<file path="config.mk">
export PLATFORM = sky130hd
export DESIGN_NAME = dcr_decode_wb_pipe_flat
export DESIGN_NICKNAME = d
export VERILOG_FILES = /design/src/rtl/dcr_decode_wb_pipe_if.sv /design/src/rtl/dcr_decode_wb_pipe.sv /design/src/flat_wrapper.sv
export SDC_FILE = /design/constraint.sdc
export NUM_CORES = 2
export LEC_CHECK = 0
export ABC_AREA = 1
export BUFFER_PORTS_ARGS = -buffer_cell sky130_fd_sc_hd__clkbuf_2
export CORE_UTILIZATION = 39
export DETAILED_ROUTE_END_ITERATION = 8
export GPL_TIMING_DRIVEN = 1
export MAX_ROUTING_LAYER = met4
export PLACE_DENSITY = 0.55
export SETUP_SLACK_MARGIN = 0.02
export SLEW_MARGIN = 0
export SYNTH_ARGS = -nofsm -noshare
export SYNTH_HDL_FRONTEND = slang
export SYNTH_SLANG_ARGS = --single-unit
</file>
<file path="constraint.sdc">
create_clock -name clk -period 76.7 [get_ports clk]
set_input_delay 3.835 -clock clk [delete_from_list [all_inputs] [get_ports clk]]
set_output_delay 3.835 -clock clk [all_outputs]
set_load 0.01 [all_outputs]
</file>
<file path="src/rtl/dcr_decode_wb_pipe_if.sv">
// Decode-stage pipeline handshake bundle: IF/ID side request and the ID/EXE
// register outputs travelling toward EXE.
interface dcr_decode_wb_pipe_if #(
  parameter int XLEN = 32,
  parameter int AW   = 5,
  parameter int PCW  = 8
);
  logic            in_valid;
  logic            in_ready;
  logic [31:0]     instr;
  logic [PCW-1:0]  pc_plus_one;
  logic            out_valid;
  logic            out_ready;
  logic [XLEN-1:0] rs_val_o;
  logic [XLEN-1:0] rt_val_o;
  logic [XLEN-1:0] imm_o;
  logic [XLEN-1:0] shamt_o;
  logic [XLEN-1:0] pc_plus_one_o;
  logic [AW-1:0]   wr_addr_o;

  modport master (
    output in_valid, instr, pc_plus_one, out_ready,
    input  in_ready, out_valid, rs_val_o, rt_val_o, imm_o, shamt_o,
           pc_plus_one_o, wr_addr_o
  );

  modport slave (
    input  in_valid, instr, pc_plus_one, out_ready,
    output in_ready, out_valid, rs_val_o, rt_val_o, imm_o, shamt_o,
           pc_plus_one_o, wr_addr_o
  );
endinterface

</file>
<file path="src/rtl/dcr_decode_wb_pipe.sv">
// Decode / write-back stage: register file with write-through, operand
// bypass, signed compare flags and the ID/EXE valid/ready register.
module dcr_decode_wb_pipe #(
  parameter  int XLEN = 32,
  parameter  int NREG = 32,
  parameter  int PCW  = 8,
  parameter  int NFWD = 3,
  parameter  int CNTW = 16,
  localparam int AW   = $clog2(NREG),
  localparam int SW   = $clog2(NFWD + 1)
) (
  input  logic                 clk,
  input  logic                 rst,
  input  logic                 clken,
  input  logic                 flush,
  dcr_decode_wb_pipe_if.slave  pipe,
  input  logic                 sign_ext,
  input  logic                 with_zero,
  input  logic [1:0]           write_dest,
  input  logic                 wb_we,
  input  logic                 wb_mem_read,
  input  logic [AW-1:0]        wb_addr,
  input  logic [XLEN-1:0]      alu_data,
  input  logic [XLEN-1:0]      mem_data,
  input  logic [NFWD*XLEN-1:0] fwd_data,
  input  logic [SW-1:0]        fwd_rs_sel,
  input  logic [SW-1:0]        fwd_rt_sel,
  output logic [XLEN-1:0]      wb_bypass_o,
  output logic [5:0]           opcode_o,
  output logic [5:0]           funct_o,
  output logic [AW-1:0]        rs_o,
  output logic [AW-1:0]        rt_o,
  output logic [AW-1:0]        wr_addr_pmcu_o,
  output logic [2:0]           gse_o,
  output logic [PCW-1:0]       branch_tgt_o,
  output logic [PCW-1:0]       jump_tgt_o,
  output logic [PCW-1:0]       reg_tgt_o,
  output logic [CNTW-1:0]      stall_cnt_o
);

  function automatic logic [XLEN-1:0] ext_imm(input logic [15:0] v, input logic se);
    ext_imm = se ? {{(XLEN-16){v[15]}}, v} : {{(XLEN-16){1'b0}}, v};
  endfunction

  function automatic logic [CNTW-1:0] sat_inc(input logic [CNTW-1:0] c);
    sat_inc = (&c) ? c : c + 1'b1;
  endfunction

  logic [XLEN-1:0] rf [NREG];
  logic [XLEN-1:0] wb_data, rd1, rd2, rs_val, rt_val;
  logic [AW-1:0]   rs, rt, rd, dest;
  logic            wb_fire, load;
  logic signed [XLEN-1:0] cmp_a, cmp_b;

  logic            vld_p1;
  logic [XLEN-1:0] rs_val_p1, rt_val_p1, imm_p1, shamt_p1, pc_p1;
  logic [AW-1:0]   wr_addr_p1;
  logic [CNTW-1:0] stall_cnt;

  assign rs = pipe.instr[20+AW:21];
  assign rt = pipe.instr[15+AW:16];
  assign rd = pipe.instr[10+AW:11];

  assign wb_data = wb_mem_read ? mem_data : alu_data;
  assign wb_fire = wb_we && clken && (wb_addr != '0);

  // Same-cycle write-back is visible to the decoding instruction.
  assign rd1 = (rs == '0) ? '0 : (wb_fire && wb_addr == rs) ? wb_data : rf[rs];
  assign rd2 = (rt == '0) ? '0 : (wb_fire && wb_addr == rt) ? wb_data : rf[rt];

  always_comb begin
    rs_val = rd1;
    rt_val = rd2;
    for (int k = 1; k <= NFWD; k++) begin
      if (fwd_rs_sel == SW'(k)) rs_val = fwd_data[(k-1)*XLEN +: XLEN];
      if (fwd_rt_sel == SW'(k)) rt_val = fwd_data[(k-1)*XLEN +: XLEN];
    end
  end

  always_comb begin
    case (write_dest)
      2'b01:   dest = rd;
      2'b10:   dest = AW'(NREG - 1);
      default: dest = rt;
    endcase
  end

  assign cmp_a = rs_val;
  assign cmp_b = with_zero ? '0 : rt_val;
  assign gse_o = {cmp_a > cmp_b, cmp_a < cmp_b, cmp_a == cmp_b};

  assign wb_bypass_o    = wb_data;
  assign opcode_o       = pipe.instr[31:26];
  assign funct_o        = pipe.instr[5:0];
  assign rs_o           = rs;
  assign rt_o           = rt;
  assign wr_addr_pmcu_o = dest;
  assign branch_tgt_o   = pipe.instr[PCW-1:0] + pipe.pc_plus_one;
  assign jump_tgt_o     = pipe.instr[PCW-1:0];
  assign reg_tgt_o      = rs_val[PCW-1:0];

  assign pipe.in_ready = !vld_p1 || pipe.out_ready;
  assign load          = clken && pipe.in_valid && pipe.in_ready;

  always_ff @(posedge clk or posedge rst) begin
    if (rst) begin
      for (int i = 0; i < NREG; i++) rf[i] <= '0;
    end else if (wb_fire) begin
      rf[wb_addr] <= wb_data;
    end
  end

  // ---- ID/EXE register (p1) ----
  always_ff @(posedge clk or posedge rst) begin
    if (rst) begin
      vld_p1     <= 1'b0;
      rs_val_p1  <= '0;
      rt_val_p1  <= '0;
      imm_p1     <= '0;
      shamt_p1   <= '0;
      pc_p1      <= '0;
      wr_addr_p1 <= '0;
    end else if (clken) begin
      if (flush) begin
        vld_p1     <= 1'b0;
        rs_val_p1  <= '0;
        rt_val_p1  <= '0;
        imm_p1     <= '0;
        shamt_p1   <= '0;
        pc_p1      <= '0;
        wr_addr_p1 <= '0;
      end else if (load) begin
        vld_p1     <= 1'b1;
        rs_val_p1  <= rs_val;
        rt_val_p1  <= rt_val;
        imm_p1     <= ext_imm(pipe.instr[15:0], sign_ext);
        shamt_p1   <= XLEN'(pipe.instr[10:6]);
        pc_p1      <= XLEN'(pipe.pc_plus_one);
        wr_addr_p1 <= dest;
      end else if (vld_p1 && pipe.out_ready) begin
        vld_p1 <= 1'b0;
      end
    end
  end

  always_ff @(posedge clk or posedge rst) begin
    if (rst) begin
      stall_cnt <= '0;
    end else if (clken && pipe.in_valid && !pipe.in_ready && !flush) begin
      stall_cnt <= sat_inc(stall_cnt);
    end
  end

  assign pipe.out_valid     = vld_p1;
  assign pipe.rs_val_o      = rs_val_p1;
  assign pipe.rt_val_o      = rt_val_p1;
  assign pipe.imm_o         = imm_p1;
  assign pipe.shamt_o       = shamt_p1;
  assign pipe.pc_plus_one_o = pc_p1;
  assign pipe.wr_addr_o     = wr_addr_p1;
  assign stall_cnt_o        = stall_cnt;

endmodule

</file>
<file path="src/flat_wrapper.sv">
// flat-port wrapper written by rule: the top's interface ports become plain ports
module dcr_decode_wb_pipe_flat 
#(
  parameter  int XLEN = 32,
  parameter  int NREG = 32,
  parameter  int PCW  = 8,
  parameter  int NFWD = 3,
  parameter  int CNTW = 16,
  localparam int AW   = $clog2(NREG),
  localparam int SW   = $clog2(NFWD + 1)
)
  (clk, rst, clken, flush, sign_ext, with_zero, write_dest, wb_we, wb_mem_read, wb_addr, alu_data, mem_data, fwd_data, fwd_rs_sel, fwd_rt_sel, wb_bypass_o, opcode_o, funct_o, rs_o, rt_o, wr_addr_pmcu_o, gse_o, branch_tgt_o, jump_tgt_o, reg_tgt_o, stall_cnt_o, pipe_in_valid, pipe_instr, pipe_pc_plus_one, pipe_out_ready, pipe_in_ready, pipe_out_valid, pipe_rs_val_o, pipe_rt_val_o, pipe_imm_o, pipe_shamt_o, pipe_pc_plus_one_o, pipe_wr_addr_o);
  dcr_decode_wb_pipe_if #(.XLEN(XLEN), .AW(5), .PCW(PCW)) pipe_i ();
  input  logic clk;
  input  logic rst;
  input  logic clken;
  input  logic flush;
  input  logic sign_ext;
  input  logic with_zero;
  input  logic [1:0] write_dest;
  input  logic wb_we;
  input  logic wb_mem_read;
  input  logic [AW-1:0] wb_addr;
  input  logic [XLEN-1:0] alu_data;
  input  logic [XLEN-1:0] mem_data;
  input  logic [NFWD*XLEN-1:0] fwd_data;
  input  logic [SW-1:0] fwd_rs_sel;
  input  logic [SW-1:0] fwd_rt_sel;
  output logic [XLEN-1:0] wb_bypass_o;
  output logic [5:0] opcode_o;
  output logic [5:0] funct_o;
  output logic [AW-1:0] rs_o;
  output logic [AW-1:0] rt_o;
  output logic [AW-1:0] wr_addr_pmcu_o;
  output logic [2:0] gse_o;
  output logic [PCW-1:0] branch_tgt_o;
  output logic [PCW-1:0] jump_tgt_o;
  output logic [PCW-1:0] reg_tgt_o;
  output logic [CNTW-1:0] stall_cnt_o;
  input wire logic [$bits(pipe_i.in_valid)-1:0] pipe_in_valid;
  input wire logic [$bits(pipe_i.instr)-1:0] pipe_instr;
  input wire logic [$bits(pipe_i.pc_plus_one)-1:0] pipe_pc_plus_one;
  input wire logic [$bits(pipe_i.out_ready)-1:0] pipe_out_ready;
  output wire logic [$bits(pipe_i.in_ready)-1:0] pipe_in_ready;
  output wire logic [$bits(pipe_i.out_valid)-1:0] pipe_out_valid;
  output wire logic [$bits(pipe_i.rs_val_o)-1:0] pipe_rs_val_o;
  output wire logic [$bits(pipe_i.rt_val_o)-1:0] pipe_rt_val_o;
  output wire logic [$bits(pipe_i.imm_o)-1:0] pipe_imm_o;
  output wire logic [$bits(pipe_i.shamt_o)-1:0] pipe_shamt_o;
  output wire logic [$bits(pipe_i.pc_plus_one_o)-1:0] pipe_pc_plus_one_o;
  output wire logic [$bits(pipe_i.wr_addr_o)-1:0] pipe_wr_addr_o;
  assign pipe_i.in_valid = pipe_in_valid;
  assign pipe_i.instr = pipe_instr;
  assign pipe_i.pc_plus_one = pipe_pc_plus_one;
  assign pipe_i.out_ready = pipe_out_ready;
  assign pipe_in_ready = pipe_i.in_ready;
  assign pipe_out_valid = pipe_i.out_valid;
  assign pipe_rs_val_o = pipe_i.rs_val_o;
  assign pipe_rt_val_o = pipe_i.rt_val_o;
  assign pipe_imm_o = pipe_i.imm_o;
  assign pipe_shamt_o = pipe_i.shamt_o;
  assign pipe_pc_plus_one_o = pipe_i.pc_plus_one_o;
  assign pipe_wr_addr_o = pipe_i.wr_addr_o;
  dcr_decode_wb_pipe #(.XLEN(XLEN), .NREG(NREG), .PCW(PCW), .NFWD(NFWD), .CNTW(CNTW)) u_core (.clk(clk), .rst(rst), .clken(clken), .flush(flush), .pipe(pipe_i), .sign_ext(sign_ext), .with_zero(with_zero), .write_dest(write_dest), .wb_we(wb_we), .wb_mem_read(wb_mem_read), .wb_addr(wb_addr), .alu_data(alu_data), .mem_data(mem_data), .fwd_data(fwd_data), .fwd_rs_sel(fwd_rs_sel), .fwd_rt_sel(fwd_rt_sel), .wb_bypass_o(wb_bypass_o), .opcode_o(opcode_o), .funct_o(funct_o), .rs_o(rs_o), .rt_o(rt_o), .wr_addr_pmcu_o(wr_addr_pmcu_o), .gse_o(gse_o), .branch_tgt_o(branch_tgt_o), .jump_tgt_o(jump_tgt_o), .reg_tgt_o(reg_tgt_o), .stall_cnt_o(stall_cnt_o));
endmodule
</file>
Yosys cells after proc, flatten, opt, wreduce, memory -nomap -nowiden

Cells that the tools add are included.

Memories kept: 0
Bits in registers: 1,206
Bits in read-only memories: 0
Latch bits: 0
Input bits: 221
Bits in writable memories: 0

Muxes and demuxes: 38
Add/sub/neg operators: 2
Div/mod/pow operators: 0
Multipliers: 0
Shift operators: 0
Eq/ne operators: 11
Magnitude comparators: 6
Bitwise gates (word level): 4
Reductions and logical operators: 23

Operators by type and width:

| kind                                                | count |
|---|---|
| bitwise mux 1024 bit                                | 1 |
| two-way mux 32 bit                                  | 28 |
| binary-select mux 32 bit (select 5 bit)             | 2 |
| demux 32 bit (select 5 bit)                         | 1 |
| == test 32 bit                                      | 1 |
| > comparator 32 bit                                 | 1 |
| < comparator 32 bit                                 | 1 |
| >= comparator 6 bit (second input constant)         | 3 |
| inverter 5 -> 6 bit                                 | 3 |
| adder 16 x 1 -> 16 bit (second input constant)      | 1 |
| AND reduction 16 bit                                | 1 |
| == test 2 bit (second input constant)               | 5 |
| == test 5 bit                                       | 2 |
| logical AND 1 bit                                   | 10 |
| logical NOT 5 bit                                   | 2 |
| two-way mux 5 bit                                   | 2 |
| case mux 5 bit (2 select lines)                     | 1 |
| adder 8 bit                                         | 1 |
| == test 2 x 1 -> 1 bit (second input constant)      | 3 |
| < comparator 6 x 1 -> 1 bit (second input constant) | 1 |
| AND reduction 2 bit                                 | 3 |
| nonzero test 5 bit                                  | 1 |
| logical NOT 1 bit                                   | 3 |
| two-way mux 1 bit                                   | 3 |
| 4 further kinds                                     | 4 |

Logic depth before layout (Yosys ltp)

Word-level depth: 11
Depth in mapped cells: 29
Mapped depth without buffers: 26

Worst setup path before layout

OpenSTA, ideal clock, no wires.

Path kind: input -> output
Start: input port pipe_instr[21]
End: output port gse_o[2]
Path slack: 66.467 ns
Data arrival time: 6.398 ns
Stages on the path: 27
Required time: 72.865 ns
Buffers on the path: 4
Cell sequence: clkbuf_2 -> buf_4 -> inv_2 -> buf_2 -> buf_2 -> nand2_1 -> nand3_1 -> nand2_1 -> nor2_1 -> nor2_1 -> nand2_1 -> nand2_1 -> nand2_1 -> nand2_1 -> a21oi_1 -> ha_1 -> a21oi_1 -> nor2_1 -> nor2_1 -> nand3_1 -> nand2_1 -> nand2_1 -> nand2_1 -> nand2_1 -> nand2_1 -> nand2_1 -> nor2_1

Longest elaborated chain between the ends: 10
Elaborated cells on any way between the ends: 13

Ends and longest elaborated chain:

| item                                                   | line                     | source |
|---|---|---|
| start: declaration                                     | flat_wrapper.sv:41       | `input wire logic [$bits(pipe_i.instr)-1:0] pipe_instr;` |
| inverter 5 -> 6 bit (not written as such)              | dcr_decode_wb_pipe.sv:68 | `assign rd1 = (rs == '0) ? '0 : (wb_fire && wb_addr == rs) ? wb_data : rf[rs];` |
| binary-select mux 32 bit (select 5 bit)                | dcr_decode_wb_pipe.sv:68 |  |
| two-way mux 32 bit (not written as such) (2 in series) | dcr_decode_wb_pipe.sv:68 |  |
| two-way mux 32 bit                                     | dcr_decode_wb_pipe.sv:68 |  |
| two-way mux 32 bit *                                   | dcr_decode_wb_pipe.sv:68 |  |
| two-way mux 32 bit * (3 in series)                     | dcr_decode_wb_pipe.sv:75 | `if (fwd_rs_sel == SW'(k)) rs_val = fwd_data[(k-1)*XLEN +: XLEN];` |
| via reg_tgt_o[5]                                       | flat_wrapper.sv:38       | `output logic [PCW-1:0] reg_tgt_o;` |
| > comparator 32 bit *                                  | dcr_decode_wb_pipe.sv:90 | `assign gse_o = {cmp_a > cmp_b, cmp_a < cmp_b, cmp_a == cmp_b};` |
| end: declaration                                       | flat_wrapper.sv:35       | `output logic [2:0] gse_o;` |

Mark *: on every way through the listed nets, which the timed path passes. The rest lies on a longest branch. The select of a mux whose other input is x is not followed.

Worst setup path after layout

Start: input port pipe_instr[21]
End: output port gse_o[1]

Longest elaborated chain between the ends: 10
Elaborated cells on any way between the ends: 13

Ends and longest elaborated chain:

| item                                                   | line |
|---|---|
| inverter 5 -> 6 bit (not written as such)              | dcr_decode_wb_pipe.sv:68 |
| binary-select mux 32 bit (select 5 bit)                | dcr_decode_wb_pipe.sv:68 |
| two-way mux 32 bit (not written as such) (2 in series) | dcr_decode_wb_pipe.sv:68 |
| two-way mux 32 bit                                     | dcr_decode_wb_pipe.sv:68 |
| two-way mux 32 bit *                                   | dcr_decode_wb_pipe.sv:68 |
| two-way mux 32 bit * (3 in series)                     | dcr_decode_wb_pipe.sv:75 |
| < comparator 32 bit *                                  | dcr_decode_wb_pipe.sv:90 |

Mark *: on every way between the ends. The rest lies on a longest branch, timed or not. The select of a mux whose other input is x is not followed.

==> results by group <==
Outcome
  • Status: finished, final reports clean

Synth
  • Netlist Area Pre-Place: 67900 um2
  • Yosys warning total: 0
  • Ys flop type: dfrtp_1
  • Asr flop ratio synth: 1.00
  • #FFs+latches synth: about 1100
  • Post-synth EDFFs: 0
  • Cells after synthesis: just over 10000
  • Synth Area per Inst: approximately 6.7 um2
  • Sequential element share of the synthesized area: 0.418
  • Distinct cell type count after synthesis: between 40 and 50

Global routing
  • Grt peak-use layer: met2
  • Grt met2 use: 0.529
  • Vias in the first global route: between 60000 and 70000
  • Antenna violations before repair: 19
  • GR Layer Usage met3: 0.0768
  • Grt total ovfl: 0
  • First-pass GRT wire length: about 450000 um
  • Tot GR Track Use: 0.357
  • Largest net degree at the start of global routing: ~180
  • GR Util met1: 0.453

Route
  • Final wirelength: between 300000 and 400000 um
  • Vias: between 60000 and 70000
  • Post-DR wirelength/cell: about 25 um
  • DRC violations left: 0
  • DRT Pass-1 Iters: 8
  • Post-route ant nets: 0
  • Initial DRC Count: between 9000 and 10000
  • Via density: approximately 5.6

Die
  • Die X: ~420 um
  • Die area: 176000 um2
  • Core region area: 172000 um2
  • Die Y: roughly 420 um
  • Row cnt: 152
  • I/O pin count: 490
  • Initial Util: 0.394

Power and ir drop
  • Pwr dens: 24.0 nW/um2
  • Combinational share of power: 0.216
  • Internal Power: between 1 and 1.5 mW
  • Leak: about 38 nW
  • Clock Power Share: 0.375
  • Reg power frac: 0.409
  • Sw Ratio: 0.334
  • Switching power: around 0.6 mW
  • VDD IR max: roughly 0.027 mV

Timing
  • Max_slew headroom: 0.0567
  • Slew Viols, Final: 0
  • Final min period: 13.26 ns
  • Least-Margin Pin Slew: 1.41 ns
  • Final period util: 0.173
  • Max Clk Rate: about 0.075 GHz
  • RSZ-0062 raised after global routing: no
  • Final setup viols: 0
  • Final hold viol count: 0
  • Clk_skew: about 0.025 ns
  • Final worst slack: roughly 63 ns
  • Fin Setup TNS: 0 ns

Worst setup path
  • Worst endpoint required time: roughly 73 ns
  • CP max-delay cell: buf_4
  • Crit path largest cell delay: 0.80 ns
  • Critical path type: input pin to output pin
  • Most used cell, CP: nand2_1
  • Crit-path leading delay family: buffers and inverters
  • Critical Path End Type: output pin
  • Crit path buffers/inverters: 6
  • Max Fanout on Critical Path: 99
  • Critical path, cell by cell: buf_8, buf_4, buf_4, buf_4, o21ai_0, nor2_1, nor2_1, nor2_1, nand2_1, nand2_1, nand2_1, nand2_1, a21oi_1, ha_1, nand2_1, nor2_1, inv_1, nor4_1, nand2_1, nand2_1, nand2_1, nand2_1, clkbuf_2
  • CP Launch Type: input pin
  • Worst EP arrival: ~9.4 ns

Clock tree
  • Clk root buf: clkbuf_16
  • CTS HTree Levels: 4
  • Num CTS Buffers: roughly 140
  • Post_cts resized: 0
  • Later-pin clock latency in the skew report: slightly above 0.8 ns
  • Post-CTS Setup Bufs: 0
  • CTS tree: done
  • CTS Hold Bufs: 0
  • Clk slew on worst S/H paths: roughly 0.05 ns
  • CTS max path bufs: 3
  • Sink Count: approximately 1100

Final layout
  • Final Core Density: 0.437
  • Commonest non-fill, non-tap cell in the layout: nand2_1
  • Nets@finish: about 10000
  • P&R area growth vs syn: 10.9%
  • Most frequent cells in the layout: 3629 x nand2_1, 1417 x nand3_1, 1135 x dfrtp_1
  • Share of layout cells above drive strength 1: 0.0907

Worst hold path
  • Tightest Hold Check Type: flop to flop

Job
  • Maxcap violations: 0

Placement
  • Pre-CTS WS: 63.73 ns
  • Post-detail-place hpwl: between 150000 and 200000 um
  • GP Congestion: 0.991
  • Input/output buffers: approximately 430
-- flip-flops by register name, indices dropped and copies added, names as in the netlist --
name,cells
u_core.pipe.out_valid,1
u_core.pipe.pc_plus_one_o,8
u_core.pipe.rs_val_o,32
u_core.rf,1024
u_core.pipe.wr_addr_o,5
u_core.pipe.rt_val_o,32
u_core.stall_cnt_o,16
u_core.pipe.imm_o,17
-- final timing paths --
check,slack (ns),end,cells after the start,from
hold reg to reg,0.37,u_core.rf[1022]$_DFFE_PP0P_,0,u_core.rf[1022]$_DFFE_PP0P_
hold / removal,0.37,u_core.rf[1022]$_DFFE_PP0P_,0,u_core.rf[1022]$_DFFE_PP0P_
min in group asynchronous,3.17,u_core.rf[227]$_DFFE_PP0P_,2,rst
max in group asynchronous,69.76,u_core.rf[215]$_DFFE_PP0P_,6,rst
setup reg to reg,73.77,u_core.pipe.rs_val_o[5]$_DFFE_PP0P_,7,u_core.pipe.out_valid$_DFFE_PP0P_
setup / recovery,63.44,gse_o[1],23,pipe_instr[21]
-- cell families (layout without fill, tap and decap cells) --
kind of cell | Yosys count | after routing | synth area share
AND/OR/NAND/NOR | 5415 | 5415 | 0.330
buffers and inverters | 1875 | 1815 | 0.115
AO/OA/AOI/OAI | 1623 | 1623 | 0.126
flip-flops | 1135 | 1135 | 0.418
adder cells (fa/ha/maj) | 43 | 43 | 0.00803
XOR/XNOR | 27 | 27 | 0.00348
other | 1 | 66 | 0.0000552
-- layer usage --
layer	vias up	part of all wire
met3	806	0.11
met4	0	0.061
met2	4088	0.43
met1	33200	0.40
met5	-	0
li1	31900	-
-- power groups by stage --
stage / Clock [mW] / Combinational, mW / Sequential, mW
after floorplan: 0 / 0.260 / 0.741
after global placement: 0 / 0.375 / 0.745
after detailed placement: 0 / 0.382 / 0.747
after CTS: 0.685 / 0.383 / 0.737
after global routing: 0.707 / 0.436 / 0.749
final: 0.678 / 0.390 / 0.739
-- worst reg2reg max path, delay by kind of cell (launching register included) --
kind | cells | cell delay, ns
buffers and inverters | 2 | 0.79
flip-flops | 1 | 0.38
AND/OR/NAND/NOR | 5 | 1.69
-- synthesized netlist by cell type, types with 2 or more instances --
cell type	n	area, um2
a21oi_1	242	1210
a22o_1	27	236
a22oi_1	4	30.0
buf_1	105	394
buf_2	263	1320
buf_4	108	811
clkbuf_1	403	1510
clkbuf_2	2	10.0
clkinv_1	9	33.8
dfrtp_1	1135	28400
ha_1	42	526
inv_1	949	3560
inv_2	34	128
nand2_1	3633	13600
nand2_2	24	150
nand3_1	1417	7090
nand4_1	7	43.8
nor2_1	304	1140
nor2_2	2	12.5
nor3_1	10	50.1
nor3_2	3	30.0
nor3_4	2	32.5
nor4_1	3	18.8
nor4_4	7	149
o211ai_1	90	676
o21ai_0	1057	5290
o21ai_1	134	671
o22ai_1	65	407
xnor2_1	14	123
xor2_1	13	114
-- through the flow --
step	area [um2]	std cells	hold slack (ns)	total power [mW]
global placement	70700	12200	0.365	1.12
detailed placement	70700	12200	0.366	1.13
finish	75300	12400	0.375	1.81
CTS	75300	12400	0.378	1.81
global route	75300	12400	0.384	1.89
floorplan	68100	10200	0.429	1.00
-- cell type report --
| class | count | area, um2 |
|---|---|---|
| Tap cell | 2310 | 2890 |
| Multi-Input combinational cell | 7159 | 32200 |
| Clock inverter | 39 | 549 |
| Inverter | 993 | 3770 |
| Sequential cell | 1135 | 28400 |
| Fill cell | 17900 | 97000 |
| Timing Repair Buffer | 583 | 3440 |
| Clock buffer | 200 | 4040 |
| Antenna cell | 15 | 37.5 |
(Power assumes the default switching activity.)
